**src/rtl/instr_sequencer_pkg.sv**
```systemverilog
`default_nettype none
// ============================================================================
// Module      : instr_sequencer_pkg
// Description : Shared definitions for the instruction sequencer: field widths,
//               opcode and ALU-op encodings, decoded-control bundle, FSM state
//               encoding and instruction-field extraction macros.
// Revision    : 1.0 - initial release
// ============================================================================

// Instruction word layout is {opcode, reg}; these pull the two fields apart.
`define INSTR_OPCODE(word, ow, rw) word[(ow)+(rw)-1 -: (ow)]
`define INSTR_REG(word, rw)        word[(rw)-1:0]

package instr_sequencer_pkg;

    localparam int OPCODE_W_DEF  = 3;
    localparam int REGADDR_W_DEF = 2;
    localparam int ADDR_W        = 5;
    localparam int ALUOP_W       = 2;

    // Opcode encodings
    localparam logic [2:0] c_OP_NOP = 3'd0;
    localparam logic [2:0] c_OP_LD  = 3'd1;
    localparam logic [2:0] c_OP_ST  = 3'd2;
    localparam logic [2:0] c_OP_ADD = 3'd3;
    localparam logic [2:0] c_OP_SUB = 3'd4;
    localparam logic [2:0] c_OP_XOR = 3'd5;

    // ALU operation encodings
    localparam logic [ALUOP_W-1:0] c_ALU_PASS = 2'd0;
    localparam logic [ALUOP_W-1:0] c_ALU_ADD  = 2'd1;
    localparam logic [ALUOP_W-1:0] c_ALU_SUB  = 2'd2;
    localparam logic [ALUOP_W-1:0] c_ALU_XOR  = 2'd3;

    // Sequencer FSM states
    typedef enum logic [1:0] {
        ST_IDLE   = 2'd0,
        ST_FETCH  = 2'd1,
        ST_DECODE = 2'd2,
        ST_EXEC   = 2'd3
    } state_e;

    // Decoded control bundle for one instruction
    typedef struct packed {
        logic               acc_we;
        logic               reg_we;
        logic [ALUOP_W-1:0] alu_op;
        logic               illegal;
    } ctrl_t;

endpackage

`default_nettype wire

```
**src/rtl/instr_sequencer_decode.sv**
```systemverilog
`default_nettype none
// ============================================================================
// Module      : instr_decode
// Description : Combinational opcode decoder. Maps an opcode to the datapath
//               strobes and ALU operation; undefined opcodes produce no
//               strobes and raise the illegal flag.
// Revision    : 1.0 - initial release
// ============================================================================
module instr_decode
    import instr_sequencer_pkg::*;
#(
    parameter int OPCODE_W = OPCODE_W_DEF
) (
    input  logic [OPCODE_W-1:0] opcode,
    output ctrl_t               ctrl
);

    localparam logic [OPCODE_W-1:0] c_NOP = OPCODE_W'(c_OP_NOP);
    localparam logic [OPCODE_W-1:0] c_LD  = OPCODE_W'(c_OP_LD);
    localparam logic [OPCODE_W-1:0] c_ST  = OPCODE_W'(c_OP_ST);
    localparam logic [OPCODE_W-1:0] c_ADD = OPCODE_W'(c_OP_ADD);
    localparam logic [OPCODE_W-1:0] c_SUB = OPCODE_W'(c_OP_SUB);
    localparam logic [OPCODE_W-1:0] c_XOR = OPCODE_W'(c_OP_XOR);

    // Opcode to control lookup; anything not listed is undefined
    always_comb begin
        ctrl         = '0;
        ctrl.alu_op  = c_ALU_PASS;
        case (opcode)
            c_NOP: ;
            c_LD: begin
                ctrl.acc_we = 1'b1;
                ctrl.alu_op = c_ALU_PASS;
            end
            c_ST: begin
                ctrl.reg_we = 1'b1;
            end
            c_ADD: begin
                ctrl.acc_we = 1'b1;
                ctrl.alu_op = c_ALU_ADD;
            end
            c_SUB: begin
                ctrl.acc_we = 1'b1;
                ctrl.alu_op = c_ALU_SUB;
            end
            c_XOR: begin
                ctrl.acc_we = 1'b1;
                ctrl.alu_op = c_ALU_XOR;
            end
            default: begin
                ctrl.illegal = 1'b1;
            end
        endcase
    end

endmodule

`default_nettype wire

```
**src/rtl/instr_sequencer.sv**
```systemverilog
`default_nettype none
// ============================================================================
// Module      : instr_sequencer
// Description : Fetch/decode/execute controller for the 32-entry instruction
//               ROM of the accumulator datapath. Owns the PC, latches the
//               instruction word and issues one-cycle control strobes.
//               Optional macro SINGLE_STEP_EN adds a 'step' input that gates
//               the EXEC -> FETCH transition.
// Revision    : 1.0 - initial release
// ============================================================================
module instr_sequencer
    import instr_sequencer_pkg::*;
#(
    parameter int                OPCODE_W   = OPCODE_W_DEF,
    parameter int                REGADDR_W  = REGADDR_W_DEF,
    parameter logic [ADDR_W-1:0] START_ADDR = 5'd1,
    parameter logic [ADDR_W-1:0] END_ADDR   = 5'd31
) (
    input  logic                          clk,
    input  logic                          rst_n,
    input  logic                          start,
    input  logic                          stop,
`ifdef SINGLE_STEP_EN
    input  logic                          step,
`endif
    input  logic [OPCODE_W+REGADDR_W-1:0] instr,
    output logic [ADDR_W-1:0]             rom_addr,
    output logic [REGADDR_W-1:0]          reg_sel,
    output logic [ALUOP_W-1:0]            alu_op,
    output logic                          acc_we,
    output logic                          reg_we,
    output logic                          busy,
    output logic                          done,
    output logic                          illegal
);

    localparam int c_IW = OPCODE_W + REGADDR_W;

    state_e                 r_state;
    logic [ADDR_W-1:0]      r_pc;
    logic [c_IW-1:0]        r_ir;
    logic [REGADDR_W-1:0]   r_reg_sel;
    logic [ALUOP_W-1:0]     r_alu_op;
    logic                   r_acc_we;
    logic                   r_reg_we;
    logic                   r_done;
    logic                   r_illegal;

    state_e                 w_state_nxt;
    logic [ADDR_W-1:0]      w_pc_nxt;
    logic [c_IW-1:0]        w_ir_nxt;
    logic [REGADDR_W-1:0]   w_reg_sel_nxt;
    logic [ALUOP_W-1:0]     w_alu_op_nxt;
    logic                   w_acc_we_nxt;
    logic                   w_reg_we_nxt;
    logic                   w_done_nxt;
    logic                   w_illegal_nxt;

    logic [OPCODE_W-1:0]    w_opcode;
    ctrl_t                  w_dec;
    logic                   w_advance;
    logic                   w_exit;

    assign w_opcode = `INSTR_OPCODE(r_ir, OPCODE_W, REGADDR_W);

    instr_decode #(
        .OPCODE_W (OPCODE_W)
    ) u_decode (
        .opcode (w_opcode),
        .ctrl   (w_dec)
    );

    // Permission to leave EXEC for the next instruction
`ifdef SINGLE_STEP_EN
    assign w_advance = step;
`else
    assign w_advance = 1'b1;
`endif

    // Leave the run after this EXEC: stop always wins, end of ROM only when advancing
    assign w_exit = stop | (w_advance & (r_pc == END_ADDR));

    // State register and all registered controls
    always_ff @(posedge clk or negedge rst_n) begin
        if (!rst_n) begin
            r_state   <= ST_IDLE;
            r_pc      <= START_ADDR;
            r_ir      <= '0;
            r_reg_sel <= '0;
            r_alu_op  <= '0;
            r_acc_we  <= 1'b0;
            r_reg_we  <= 1'b0;
            r_done    <= 1'b0;
            r_illegal <= 1'b0;
        end else begin
            r_state   <= w_state_nxt;
            r_pc      <= w_pc_nxt;
            r_ir      <= w_ir_nxt;
            r_reg_sel <= w_reg_sel_nxt;
            r_alu_op  <= w_alu_op_nxt;
            r_acc_we  <= w_acc_we_nxt;
            r_reg_we  <= w_reg_we_nxt;
            r_done    <= w_done_nxt;
            r_illegal <= w_illegal_nxt;
        end
    end

    // Next-state and next-control logic; strobes and done default low
    always_comb begin
        w_state_nxt   = r_state;
        w_pc_nxt      = r_pc;
        w_ir_nxt      = r_ir;
        w_reg_sel_nxt = r_reg_sel;
        w_alu_op_nxt  = r_alu_op;
        w_acc_we_nxt  = 1'b0;
        w_reg_we_nxt  = 1'b0;
        w_done_nxt    = 1'b0;
        w_illegal_nxt = r_illegal;
        case (r_state)
            ST_IDLE: begin
                if (start) begin
                    w_state_nxt   = ST_FETCH;
                    w_pc_nxt      = START_ADDR;
                    w_illegal_nxt = 1'b0;
                end
            end
            ST_FETCH: begin
                w_ir_nxt    = instr;
                w_state_nxt = ST_DECODE;
            end
            ST_DECODE: begin
                // Load controls now so they are stable for the whole EXEC cycle
                w_reg_sel_nxt = `INSTR_REG(r_ir, REGADDR_W);
                w_alu_op_nxt  = w_dec.alu_op;
                w_acc_we_nxt  = w_dec.acc_we;
                w_reg_we_nxt  = w_dec.reg_we;
                w_state_nxt   = ST_EXEC;
            end
            ST_EXEC: begin
                if (w_dec.illegal) begin
                    w_illegal_nxt = 1'b1;
                end
                if (w_exit) begin
                    w_state_nxt = ST_IDLE;
                    w_pc_nxt    = START_ADDR;
                    w_done_nxt  = 1'b1;
                end else if (w_advance) begin
                    w_state_nxt = ST_FETCH;
                    w_pc_nxt    = r_pc + ADDR_W'(1);
                end
            end
            default: begin
                w_state_nxt = ST_IDLE;
            end
        endcase
    end

    assign rom_addr = r_pc;
    assign reg_sel  = r_reg_sel;
    assign alu_op   = r_alu_op;
    assign acc_we   = r_acc_we;
    assign reg_we   = r_reg_we;
    assign busy     = (r_state != ST_IDLE);
    assign done     = r_done;
    assign illegal  = r_illegal;

endmodule

`default_nettype wire

```
**config.mk**
```make
export PLATFORM = sky130hd
export DESIGN_NAME = instr_sequencer
export DESIGN_NICKNAME = d
export VERILOG_FILES = /design/src/rtl/instr_sequencer_pkg.sv /design/src/rtl/instr_sequencer_decode.sv /design/src/rtl/instr_sequencer.sv
export SDC_FILE = /design/constraint.sdc
export NUM_CORES = 1
export LEC_CHECK = 0
export CORE_UTILIZATION = 51
export DETAILED_ROUTE_END_ITERATION = 12
export PLACE_DENSITY = 0.85
export SLEW_MARGIN = 20
export SYNTH_ARGS = -nofsm -noshare
export SYNTH_HDL_FRONTEND = slang
export SYNTH_SLANG_ARGS = --single-unit
export TNS_END_PERCENT = 5
```
**constraint.sdc**
```tcl
create_clock -name clk -period 2.55 [get_ports clk]
set_input_delay 0.255 -clock clk [delete_from_list [all_inputs] [get_ports clk]]
set_output_delay 0.255 -clock clk [all_outputs]
set_load 0.05 [all_outputs]
```
== After elaboration in Yosys (flattened, before gate mapping) ==
Index checks and enable logic that the tools add are counted.

* Register bits after elaboration: 20
* Bits in latches: 0
* Output and inout port bits: 14
* Logic and storage cells: 46
* Input bits: 9
* Bits in writable memories: 0
* Bits in read-only memories: 0
* Memories: 0

* Div/mod/pow operators: 0
* Shifts and indexed selects: 0
* Multiplexer cells: 16
* Reduce and logical (&&, ||, !) cells: 8
* Magnitude comparators: 0
* Eq/ne operators: 11
* $mul: 0
* Add/subtract/negate cells: 1
* Bitwise operators: 1

{| class="wikitable"
|+ Operator list
! operator !! count
|-
| $mux W5 || 2
|-
| $pmux W5 S2 || 1
|-
| $mux W1 || 9
|-
| $pmux W2 S4 || 1
|-
| $eq A3 B2 Y1 const B || 2
|-
| $eq A3 B3 Y1 const B || 2
|-
| $pmux W2 S3 || 1
|-
| $reduce_or A6 Y1 || 1
|-
| $add A5 B1 Y5 const B || 1
|-
| $eq A5 B5 Y1 const B || 1
|-
| $eq A2 B2 Y1 const B || 2
|-
| $ne A2 B2 Y1 const B || 2
|-
| $reduce_bool A2 Y1 || 2
|-
| $reduce_or A4 Y1 || 1
|-
| $eq A3 B1 Y1 const B || 1
|-
| $logic_not A3 Y1 || 1
|-
| $reduce_and A3 Y1 || 1
|-
| $eq A2 B1 Y1 const B || 1
|-
| $logic_not A2 Y1 || 1
|-
| $mux W2 || 1
|-
| $pmux W1 S2 || 1
|-
| $reduce_and A2 Y1 || 1
|-
| $or A1 B1 Y1 || 1
|}

== Longest topological paths before layout ==
* Depth after elaboration: 4
* Mapped depth: 6

== Hierarchy ==
A second synthesis with hierarchy kept.

* Cells, all modules: 80
* Area total of the unflattened synthesis: 997.2 um^2

{| class="wikitable"
|+ Modules (own cells, without submodules)
! module !! area each (um^2) !! times used !! seq. area each (um^2) !! cells each
|-
| instr_sequencer || 947.2 || 1 || 501.7 || 73
|-
| instr_decode || 50.0 || 1 || 0.0 || 7
|}

== Least setup slack after synthesis ==
No wires, ideal clock.

* Path type: register to register
* From: register r_pc[1], in the netlist rom_addr[1]
* To: register r_pc[4], in the netlist rom_addr[4]
* Data required time: 2,483 ps
* Stages on the path, launching flop included: 7
* Arrival: 1,799 ps
* Slack: 684 ps
* Cell sequence: dfrtp_1 -> ha_1 -> and3_1 -> ha_1 -> nor3b_4 -> and2_4 -> a22o_1

* Word-level cells in the longest chain between the ends: 4
* Elaborated cells on any way between the ends: 5
* Classes of those cells: 1 x add/sub; 1 x eq/ne; 2 x mux; 1 x bitwise

{| class="wikitable"
|+ RTL lines
! item !! line !! RTL
|-
| from (decl) || instr_sequencer.sv:40 || <nowiki>logic [ADDR_W-1:0] r_pc;</nowiki>
|-
| from (signal assigned) || instr_sequencer.sv:97 || <nowiki>r_pc <= w_pc_nxt;</nowiki>
|-
| branches (longest 2 deep; another with $add A5 B1 Y5) || -- ||
|-
| $mux W5 (*) || instr_sequencer.sv:143 || <nowiki>if (w_exit) begin</nowiki>
|-
| $pmux W5 S2 (*) || instr_sequencer.sv:119 || <nowiki>case (r_state)</nowiki>
|}

Every way passes the cells marked *.
A chain may end at the register's enable or synchronous reset.

== Final worst setup path ==
* From: register r_state[0]
* To: output busy

* Word-level cells in the longest chain between the ends: 1

{| class="wikitable"
|+ RTL lines
! item !! line !! RTL
|-
| from (decl) || instr_sequencer.sv:39 || <nowiki>state_e r_state;</nowiki>
|-
| from (signal assigned) || instr_sequencer.sv:96 || <nowiki>r_state <= w_state_nxt;</nowiki>
|-
| $reduce_bool A2 Y1 || instr_sequencer.sv:163 || <nowiki>assign busy = (r_state != ST_IDLE);</nowiki>
|-
| to (decl) || instr_sequencer.sv:32 || <nowiki>output logic busy,</nowiki>
|}

Every way passes these cells.

==> results.json <==
{
  "outcome": "finished clean",
  "fin_crit_sh_pct": 87.05,
  "ys_seq_elements": 20,
  "gpl.final_weighted_congestion": 0.7008,
  "drt-wirelength-per-cell_um": 12.45,
  "worst_skew_late_latency_ns": 0.29,
  "final.setup.tns_ns": 0,
  "drt_pass1_iterations": 4,
  "design.core.area_mm2": 0.001764,
  "cts_repair_resize_count": 0,
  "layout_min_cycle_time_ns": 2.220,
  "timing.setup.critical_path_class": "register to output pin",
  "synth.cell_area_um2": 972.2,
  "ctsHoldBuffers": 0,
  "post_drt_antenna_nets": 0,
  "pin_count_of_the_biggest_net_entering_global_routing": 21,
  "post-dp-hpwl_mm": 1.227,
  "cts_buffers": 3,
  "die-height_um": 45.66,
  "grt_pass1_vias": 689,
  "powerDensity_mw_per_mm2": 1306,
  "synth.most_common_cell": "sky130_fd_sc_hd__dfrtp_1",
  "number_of_placed_instances_with_taps_included": 127,
  "clk_pin_slew_worst_paths_ns": 0.12,
  "synth.top_cells.by_area": "sky130_fd_sc_hd__dfrtp_1 (49%), sky130_fd_sc_hd__ha_1 (9.0%), sky130_fd_sc_hd__mux2_2 (8.1%)",
  "synth_fp_nets": 97,
  "crit_path_top_delay_cell": "sky130_fd_sc_hd__clkdlybuf4s50_1",
  "crit_fanout": 6,
  "total_leakage_power_uw": 0.0005612,
  "ctsRootBufferMaster": "sky130_fd_sc_hd__clkbuf_4",
  "post_synth_fa_ha_maj_area_fraction_pct": 9.009,
  "synth.largest_area_cell": "sky130_fd_sc_hd__dfrtp_1",
  "synth_compound_gate_area_share_pct": 9.524,
  "synthesis.yosys.warnings": 0,
  "worst_slew_margin_rel_pct": 43.47,
  "synth_top_family_by_area": "simple AND/OR/NAND/NOR gates",
  "finalNetCount": 123,
  "report.power.total_uw": 1661,
  "r2r_end": "rom_addr[2]",
  "min-delay-path-class": "input pin to async pin",
  "cts_htree_levels": 1,
  "grt-ovfl-total": 0,
  "placement_rows": 15,
  "maxCapViolations": 0,
  "route.detailed.vias_per_inst": 5.206,
  "worst-slew-pin-transition_ns": 0.8453,
  "ir_worst_vdd_mv": 0.7094,
  "chipWidth_um": 45.66,
  "finalSetupViolations": 0,
  "synth.lib_cells_used.distinct": 28,
  "critPathLaunch": "r_state[0]",
  "critPathArrivalTime_ns": 1.96,
  "portBuffers": 22,
  "finalHoldViolCount": 0,
  "xor_and_xnor_fraction_of_the_mapped_netlist_area_pct": 0.9009,
  "layoutNonFillerInstCount": 131,
  "die_area_mm2": 0.002085,
  "top_level_ports": 23,
  "max_clock_freq_mhz": 450.5,
  "crit_buf_inv": 3,
  "grt_util_all_layers_pct": 19.55,
  "maxSlewViolCount": 0,
  "final_standard_cell_area_without_fillers_mm2": 0.001272,
  "finClkSkew_ns": 0.005807,
  "synth.area.mux_share_pct": 12.74,
  "rsz0062_at_grt": "false",
  "cp.required_ns": 2.30,
  "dpl-instance-area_mm2": 0.001220,
  "initial_core_util_pct": 55.11,
  "yosys-top-cells-count": "sky130_fd_sc_hd__dfrtp_1 (19), sky130_fd_sc_hd__ha_1 (7), sky130_fd_sc_hd__mux2_2 (7)",
  "cts_tree": "done",
  "detailedRoute.firstIterationViolations": 17,
  "maximum_buffer_depth_of_the_clock_tree": 2,
  "synth_cells": 81,
  "final_layout_size_suffix_gt1_share_pct": 14.15,
  "cp_top_family": "buffers and inverters",
  "finalWorstSetupSlack_ns": 0.3302,
  "post_synth_and_or_nand_nor_area_fraction_pct": 13.51,
  "start_kind": "register",
  "reg_to_reg_startpoint": "rom_addr[1]",
  "first_pass_grt_wire_length_mm": 2.870,
  "synth_async_sr_flop_share_pct": 100.0,
  "clock-sinks": 20,
  "wl_mm": 1.631,
  "critPathMostFrequentCell": "sky130_fd_sc_hd__inv_1",
  "yosysSeqAreaShare_pct": 51.61,
  "insertedDiodeCount": 0,
  "crit_path_cell_trace": "inv_1 > ha_1 > inv_1 > clkdlybuf4s50_1",
  "postCtsSetupBuffers": 0,
  "place_worst_setup_slack_ns": 0.6551,
  "critPathMaxStageDelay_ns": 0.79,
  "critical_path_cell_count": 4,
  "synth_edf_count": 0,
  "antenna_found_initial": 0,
  "layout.filler_cells": 140,
  "synth_top_area_share_pct": 48.91,
  "total_number_of_vias": 682,
  "worst-r2r-cell-count": 6,
  "route.detailed.drc": 0,
  "avgSynthCellArea_um2": 12.00,
  "end_kind": "output pin",
  "synthToLayoutAreaGrowth_pct": 30.89,
  "ys.flop_type": "sky130_fd_sc_hd__dfrtp_1",
  "regToRegSetupSlack_ns": 0.79
}
-- sequential cells by signal, indices dropped and copies added, names as in the netlist --
signal / flops
illegal: 1
r_ir: 5
reg_we: 1
acc_we: 1
reg_sel: 2
alu_op: 2
rom_addr: 5
done: 1
r_state: 2
-- layout by cell type (no fill, tap or decap), types with 4 or more instances in the layout --
| cell type | count |
|---|---|
| sky130_fd_sc_hd__dfrtp_1 | 19 |
| sky130_fd_sc_hd__inv_1 | 6 |
| sky130_fd_sc_hd__o21ai_0 | 6 |
| sky130_fd_sc_hd__nor2_1 | 4 |
| sky130_fd_sc_hd__clkdlybuf4s50_1 | 22 |
| sky130_fd_sc_hd__mux2_2 | 7 |
| sky130_fd_sc_hd__ha_1 | 7 |
-- kinds of logic after synthesis --
logic type      count (synthesis)
simple gates                   20
flops                          20
compound gates                 15
mux                            11
buf+inv                         7
fa+ha+maj                       7
xor+xnor                        1
-- cell type report --
| type | instances | area (µm²) | area share, % |
|---|---|---|---|
| clock inverters | 1 | 30.03 | 2.360 |
| flip-flops and latches | 20 | 501.7 | 39.43 |
| repair buffers | 22 | 220.2 | 17.31 |
| inverters | 6 | 22.52 | 1.770 |
| clock buffers | 3 | 22.52 | 1.770 |
| well taps | 25 | 31.28 | 2.458 |
| multi-input cells | 54 | 444.2 | 34.91 |
-- report_power, final --
| part | switching (µW) | leakage, µW | internal [µW] |
|---|---|---|---|
| combinational | 506 | 0.000281 | 360 |
| sequential | 94.9 | 0.000252 | 446 |
| clock | 95.8 | 0.0000279 | 159 |
-- stage by stage --
step	hold slack [ns]	utilization [%]
2_1_floorplan	-0.04059	-
3_3_place_gp	0.4793	69.15
3_5_place_dp	0.4828	69.15
4_1_cts	0.4567	72.13
5_1_grt	0.5203	72.13
6_report	0.4302	72.13
-- worst reg2reg max path, cell delays in order, from the launching register on --
cell and delay [ns]:
sky130_fd_sc_hd__dfrtp_1 0.43, sky130_fd_sc_hd__ha_1 0.22, sky130_fd_sc_hd__and3_1 0.20, sky130_fd_sc_hd__ha_1 0.22, sky130_fd_sc_hd__nor3b_4 0.32, sky130_fd_sc_hd__a21oi_1 0.12
sky130_fd_sc_hd__mux2i_1 0.17
-- per-layer routing --
layer	vias to the layer above	track usage (%)	wire (µm)
met3	2	3.968	43
met4	0	7.273	12
met1	334	23.85	760
met2	11	33.71	814
li1	335	-	-
met5	-	0	0
-- worst max-delay path by stage --
stage                  end  slack, ns
6_report              busy       0.33
5_1_grt               busy       0.24
4_1_cts               busy       0.31
3_5_place_dp          busy       0.66
3_3_place_gp          busy       0.69
2_1_floorplan  rom_addr[4]       0.68
Power figures use the tool's default switching activity.
